===== src/rtl/keypad_pkg.sv =====
// Shared types and helpers for the keypad scanner.
package keypad_pkg;

    // Widest key code the event record can carry (up to 256 keys).
    localparam int EVT_CODE_MAX_W = 8;

    // Scan phase: columns are held for a settle period, then rows are sampled.
    typedef enum logic {
        SETTLE,
        SAMPLE
    } scan_state_t;

    // One key event as seen by the consumer.
    typedef struct packed {
        logic [EVT_CODE_MAX_W-1:0] code;
        logic                      press;
    } evt_t;

    // Width of an index that counts 0..n-1, never narrower than one bit.
    function automatic int key_idx_w(input int n);
        return (n > 1) ? $clog2(n) : 1;
    endfunction

endpackage


===== src/rtl/key_integrator.sv =====
// Debounce integrator for a single key: counts consecutive samples that
// disagree with the debounced state and flips the state once the count is
// ripe and the top level grants the flip.
module key_integrator
    import keypad_pkg::*;
#(
    parameter int DEBOUNCE_COUNT = 3
) (
    input  logic clk,
    input  logic reset,
    input  logic sample_en,
    input  logic sample,
    input  logic grant,
    output logic ripe,
    output logic stable
);

    localparam int            DW      = key_idx_w(DEBOUNCE_COUNT);
    localparam logic [DW-1:0] CNT_MAX = DW'(DEBOUNCE_COUNT - 1);

    logic [DW-1:0] cnt;
    logic          differs;

    assign differs = (sample != stable);

    // A key is ripe when this sample disagrees and the count has saturated.
    assign ripe = sample_en && differs && (cnt == CNT_MAX);

    // Count disagreeing samples; flip only when ripe and granted, otherwise hold.
    // NOTE: sequential state uses non-blocking assignments so every register
    // sees the pre-edge value of every other register, matching the hardware.
    always_ff @(posedge clk) begin
        if (reset) begin
            cnt    <= '0;
            stable <= 1'b0;
        end else if (sample_en) begin
            if (!differs) begin
                cnt <= '0;
            end else if (cnt != CNT_MAX) begin
                cnt <= cnt + 1'b1;
            end else if (grant) begin
                stable <= ~stable;
                cnt    <= '0;
            end
        end
    end

endmodule


===== src/rtl/keypad_scan_debouncer.sv =====
// Keypad matrix scanner with per-key debouncing and a single-entry event
// slot behind a valid/ready handshake.
// Optional feature macro: KEYPAD_RELEASE_EVT_EN -- when defined, releases
// arbitrate and produce events like presses; otherwise releases update
// key_down silently and evt_press is tied high.
module keypad_scan_debouncer
    import keypad_pkg::*;
#(
    parameter  int ROWS           = 3,
    parameter  int COLS           = 3,
    parameter  int SETTLE_CYCLES  = 4,
    parameter  int DEBOUNCE_COUNT = 3,
    localparam int NKEYS          = ROWS * COLS,
    localparam int KW             = key_idx_w(ROWS * COLS)
) (
    input  logic             clk,
    input  logic             reset,
    input  logic [ROWS-1:0]  row,
    output logic [COLS-1:0]  col,
    output logic [NKEYS-1:0] key_down,
    output logic             evt_valid,
    output logic [KW-1:0]    evt_code,
    output logic             evt_press,
    input  logic             evt_ready
);

    localparam int CW = key_idx_w(COLS);
    localparam int SW = key_idx_w(SETTLE_CYCLES);

    localparam logic [CW-1:0] COL_LAST    = CW'(COLS - 1);
    localparam logic [SW-1:0] SETTLE_LAST = SW'(SETTLE_CYCLES - 1);
    // With a one-cycle settle every cycle is a sample cycle.
    localparam scan_state_t   PHASE_INIT  = (SETTLE_CYCLES == 1) ? SAMPLE : SETTLE;

`ifdef KEYPAD_RELEASE_EVT_EN
    localparam bit REL_EVT = 1'b1;
`else
    localparam bit REL_EVT = 1'b0;
`endif

    // Scan state
    scan_state_t   phase;
    logic [CW-1:0] col_idx;
    logic [CW-1:0] col_next;
    logic [SW-1:0] settle_cnt;
    logic          sample_now;

    // Per-key integrator interface
    logic [NKEYS-1:0] ripe;
    logic [NKEYS-1:0] stable;
    logic [NKEYS-1:0] grant;

    // Arbitration
    logic          win_found;
    logic [KW-1:0] win_idx;
    logic          slot_free;
    logic          load;

    assign sample_now = (phase == SAMPLE);
    assign key_down   = stable;

    // Next column index, wrapping after the last column.
    always_comb begin
        col_next = (col_idx == COL_LAST) ? '0 : col_idx + 1'b1;
    end

    // Scan sequencer: hold each column for SETTLE_CYCLES, advance on the sample cycle.
    // The phase register is set one cycle ahead so the sample cycle is a flop output.
    always_ff @(posedge clk) begin
        if (reset) begin
            col_idx    <= '0;
            settle_cnt <= '0;
            phase      <= PHASE_INIT;
            col        <= ~COLS'(1);
        end else if (phase == SAMPLE) begin
            settle_cnt <= '0;
            phase      <= PHASE_INIT;
            col_idx    <= col_next;
            col        <= ~(COLS'(1) << col_next);
        end else begin
            settle_cnt <= settle_cnt + 1'b1;
            phase      <= (settle_cnt + 1'b1 == SETTLE_LAST) ? SAMPLE : SETTLE;
        end
    end

    // One integrator per key; a key only samples on its own column's sample cycle.
    for (genvar r = 0; r < ROWS; r++) begin : g_row
        for (genvar c = 0; c < COLS; c++) begin : g_col
            localparam int I = r * COLS + c;

            key_integrator #(
                .DEBOUNCE_COUNT(DEBOUNCE_COUNT)
            ) u_key (
                .clk       (clk),
                .reset     (reset),
                .sample_en (sample_now && (col_idx == CW'(c))),
                .sample    (~row[r]),
                .grant     (grant[I]),
                .ripe      (ripe[I]),
                .stable    (stable[I])
            );
        end
    end

    // The slot can take a new event if empty or being drained this cycle.
    assign slot_free = !evt_valid || evt_ready;

    // Priority grant: lowest ripe key that needs an event wins, if the slot is free.
    // Only the driven column can be ripe, so lowest key index is lowest row.
    // Silent releases (no event) are granted unconditionally.
    // NOTE: every combinational output gets a default first so no path can
    // leave it unassigned, which would otherwise infer a latch.
    always_comb begin
        win_found = 1'b0;
        win_idx   = '0;
        grant     = '0;
        for (int i = 0; i < NKEYS; i++) begin
            if (ripe[i] && (REL_EVT || !stable[i]) && !win_found) begin
                win_found = 1'b1;
                win_idx   = KW'(i);
            end
        end
        load = win_found && slot_free;
        for (int i = 0; i < NKEYS; i++) begin
            grant[i] = (load && (win_idx == KW'(i))) ||
                       (!REL_EVT && ripe[i] && stable[i]);
        end
    end

    // Event slot: a new load beats a simultaneous handshake; a bare handshake empties it.
    always_ff @(posedge clk) begin
        if (reset) begin
            evt_valid <= 1'b0;
            evt_code  <= '0;
        end else if (load) begin
            evt_valid <= 1'b1;
            evt_code  <= win_idx;
        end else if (evt_ready) begin
            evt_valid <= 1'b0;
        end
    end

`ifdef KEYPAD_RELEASE_EVT_EN
    // Direction of the loaded event is the winner's state after its flip.
    always_ff @(posedge clk) begin
        if (reset) begin
            evt_press <= 1'b0;
        end else if (load) begin
            evt_press <= ~stable[win_idx];
        end
    end
`else
    // Only presses generate events, so the direction is always "press".
    assign evt_press = 1'b1;
`endif

endmodule


===== config.mk =====
export PLATFORM = sky130hd
export DESIGN_NAME = keypad_scan_debouncer
export DESIGN_NICKNAME = d
export VERILOG_FILES = /design/src/rtl/keypad_pkg.sv /design/src/rtl/key_integrator.sv /design/src/rtl/keypad_scan_debouncer.sv
export SDC_FILE = /design/constraint.sdc
export NUM_CORES = 1
export LEC_CHECK = 0
export ABC_AREA = 1
export CAP_MARGIN = 0
export CORE_MARGIN = 2
export CORE_UTILIZATION = 55
export CTS_BUF_LIST = sky130_fd_sc_hd__clkbuf_2
export DETAILED_ROUTE_END_ITERATION = 12
export PLACE_DENSITY = 0.78
export SLEW_MARGIN = 20
export SYNTH_ARGS = -nofsm -noshare
export SYNTH_HDL_FRONTEND = slang
export SYNTH_SLANG_ARGS = --single-unit

===== constraint.sdc =====
create_clock -name clk -period 2.9 [get_ports clk]
set_input_delay 0.87 -clock clk [delete_from_list [all_inputs] [get_ports clk]]
set_output_delay 0.87 -clock clk [all_outputs]
set_load 0.01 [all_outputs]

==> run_results.csv <==
group,metric,value,unit
run_status,status,"finished, final reports clean",
setup_path,worst_ep_arrival_time,2810,ps
sta,clock-skew-final,10.8,ps
drt,wl_per_cell,11.3,um
setup_path,max_stage_delay,540,ps
global_routing,antenna_found_initial,0,
pwr,p_int,0.000745,W
global_routing,grtUsageTotal,0.231,
setup_path,critical_path_class,"in2reg",
floorplan,dieArea,0.00448,mm2
cts,insertion_delay,420,ps
floorplan,coreArea,0.00374,mm2
cts,htreeDepth,2,
synthesis,synth_top_area_share,0.368,
drt,first_iter_violations,131,
floorplan,die_y,66.9,um
pwr,pwr-share-clk,0.352,
setup_path,rr_endpoint,"g_row[0].g_col[1].u_key.cnt[1]",
cells_and_area,area_delta_synth_final,16.3,%
synthesis,synth.avg_cell_area,6.56,um2
pwr,p_sw_frac,0.263,
run,cap_violations,0,
synthesis,synth_nets,339,
min_path,worstHoldPathCells,1,
setup_path,ff2ff_path_depth,13,
drt,final_antenna_net_count,0,
pwr,power_density,399,mW/mm2
placed_design,hpwl,3.40,mm
min_path,hold_path_class,"reg2reg",
setup_path,cp_common_cell,"nand2_1",
floorplan,pin_count,24,
synthesis,syn_inst,332,
sta,rsz0062_at_grt,"false",
synthesis,syn_area,0.00218,mm2
synthesis,synth_seq_cells,40,
sta,min_period,2470,ps
placed_design,place_congestion,0.924,
pwr,p_leak,1.09,nW
synthesis,yosysSeqAreaShare,0.368,
setup_path,start_kind,"primary input",
synthesis,synth_top_cell_by_area,"dfxtp_1",
sta,worst_hold_slack,430,ps
pwr,peakVddDrop,0.388,mV
synthesis,yosys_warnings,0,
global_routing,grt-ovfl-total,0,
cts,cts_hold_buf,0,
global_routing,grt_first_pass_wirelength,7.94,mm
cts,cts_buffer_depth,2,
drt,drc,0,
cells_and_area,layout_common_cells,"nand2_1, nor2_1, dfxtp_1, inv_1, a21oi_1",
drt,viasPerCell,5.03,
pwr,switchingPower,0.000266,W
floorplan,rows,22,
cts,cts_setup_buffers,0,
placed_design,portBuffers,22,
cells_and_area,diodes,0,
synthesis,synthTopCellsByArea,"dfxtp_1, nand2_1, nor2_1, inv_1, a21oi_1",
cts,cts_buffers,5,
global_routing,grt_max_degree,20,
cts,cts_tree,"done",
floorplan,die_width,66.9,um
cts,clock-sinks,40,
cells_and_area,num-nets-final,366,
min_path,min-delay-start,"settle_cnt[0]",
drt,wl,4.59,mm
sta,setup_tns,0,ps
cells_and_area,layout_commonest_cell,"nand2_1",
sta,max_clock_freq,0.405,GHz
setup_path,cp.required,3240,ps
sta,finalSetupViolCount,0,
sta,hold_violations,0,
sta,period_share,0.851,
cts,cts.clk_slew.worst_paths,230,ps
drt,via_count,2052,
sta,drv_slew,0,
setup_path,endpoint_kind,"flop",
pwr,p_comb_frac,0.084,
setup_path,rrSetupSlack,770,ps
global_routing,grt_pass1_vias,1868,
pwr,power_frac_seq,0.565,
cts,cts_root_buf,"clkbuf_2",
synthesis,synth_cell_types,30,
min_path,min_to,"settle_cnt[0]",
setup_path,cp_slowest_cell,"clkdlybuf4s50_1",
setup_path,path_max_fanout,6,
cells_and_area,fin_util,0.676,
cells_and_area,drive_above_1_share,0.108,
floorplan,initial_core_util,0.582,
cts,cts_resized,0,
drt,drtPass1Iterations,4,
setup_path,r2r-start,"phase",
setup_path,crit_chain,"clkdlybuf4s50_1, inv_2, nand2_1, nor2_1, nand2_1, nand2_1, nor2_2, nand3_2, nor2_4, nand3_2, nand2_2, a21oi_1, o21ai_0, nor2_1",
## registers in the layout, summed over array words and instances (netlist names)
| register | count |
|---|---|
| g_row.g_col.u_key.cnt | 18 |
| evt_code | 4 |
| col | 3 |
| evt_valid | 1 |
| g_row.g_col.u_key.stable | 9 |
| col_idx | 2 |
| settle_cnt | 2 |
| phase | 1 |
## power by group through the flow
stage	clock network, W	logic [W]	registers [W]
after detailed placement	0	0.0000838	0.000581
after global placement	0	0.0000830	0.000581
final	0.000355	0.0000845	0.000571
after global routing	0.000383	0.0000963	0.000573
after floorplan	0	0.0000546	0.000581
after CTS	0.000361	0.0000846	0.000571
## per-layer routing
layer  global-route usage  wire [um]  up-vias
met3               0.0507        204        9
met5                    0          0        -
li1                     -          -     1111
met4               0.0663         74        0
met1                0.301       2280      897
met2                0.383       2030       35
## worst max-delay path: cells and delay by family
family                 cells  cell delay, ps
buffers and inverters      2             600
and+or+nand+nor           10            1050
AOI/OAI and AO/OA          2             300
## Yosys cell counts, drive strengths merged
cell type   n
nand2      76
nor2       55
inv        44
dfxtp      40
a21oi      26
nand3      21
nor3       15
buf        12
o21ai      10
xor2        7
o31ai       6
clkbuf      4
a31oi       3
nand4       2
o22ai       2
xnor2       2
a211oi      1
a41oi       1
conb        1
ha          1
nand3b      1
or2         1
or4         1
## cells by family (layout without fill, tap and decap cells)
kind of cell,count (synthesis),count (layout),synth area share
DFF,40,40,0.368
other,1,1,0.00172
xor gates and xnor gates,9,9,0.0362
adders and majority gates,1,1,0.00574
AOI/OAI and AO/OA,49,49,0.127
and+or+nand+nor,172,172,0.339
buffers and inverters,60,88,0.123
## stage by stage
| step | cell area, um2 | setup slack (ps) | power (W) | std cells |
|---|---|---|---|---|
| floorplan | 2180 | 630 | 0.000636 | 332 |
| global placement | 2460 | 17.6 | 0.000664 | 400 |
| detailed placement | 2460 | -18.2 | 0.000665 | 400 |
| CTS | 2530 | 431 | 0.00102 | 408 |
| global route | 2530 | 174 | 0.00105 | 408 |
| finish | 2530 | 431 | 0.00101 | 408 |
## layout make-up
| class | instances | area (um2) |
|---|---|---|
| Inverter | 44 | 165 |
| Clock buffer | 5 | 25.0 |
| Multi-Input combinational cell | 232 | 1110 |
| Sequential cell | 40 | 801 |
| Timing Repair Buffer | 36 | 325 |
| Fill cell | 365 | 1210 |
| Clock inverter | 3 | 46.3 |
| Tap cell | 48 | 60.1 |
## worst max-delay path by stage
| stage | startpoint | slack (ps) | cells after the start | endpoint |
|---|---|---|---|---|
| 6_report | row[1] | 430 | 14 | g_row[0].g_col[1].u_key.cnt[1] |
| 4_1_cts | row[1] | 430 | 14 | g_row[0].g_col[1].u_key.cnt[1] |
| 5_1_grt | row[1] | 170 | 15 | g_row[1].g_col[1].u_key.cnt[0] |
| 3_3_place_gp | row[1] | 20 | 14 | g_row[0].g_col[1].u_key.cnt[1] |
| 3_5_place_dp | row[1] | -20 | 14 | g_row[0].g_col[1].u_key.cnt[1] |
| 2_1_floorplan | row[0] | 630 | 16 | g_row[1].g_col[2].u_key.cnt[1] |
Power figures use the tool's default switching activity.
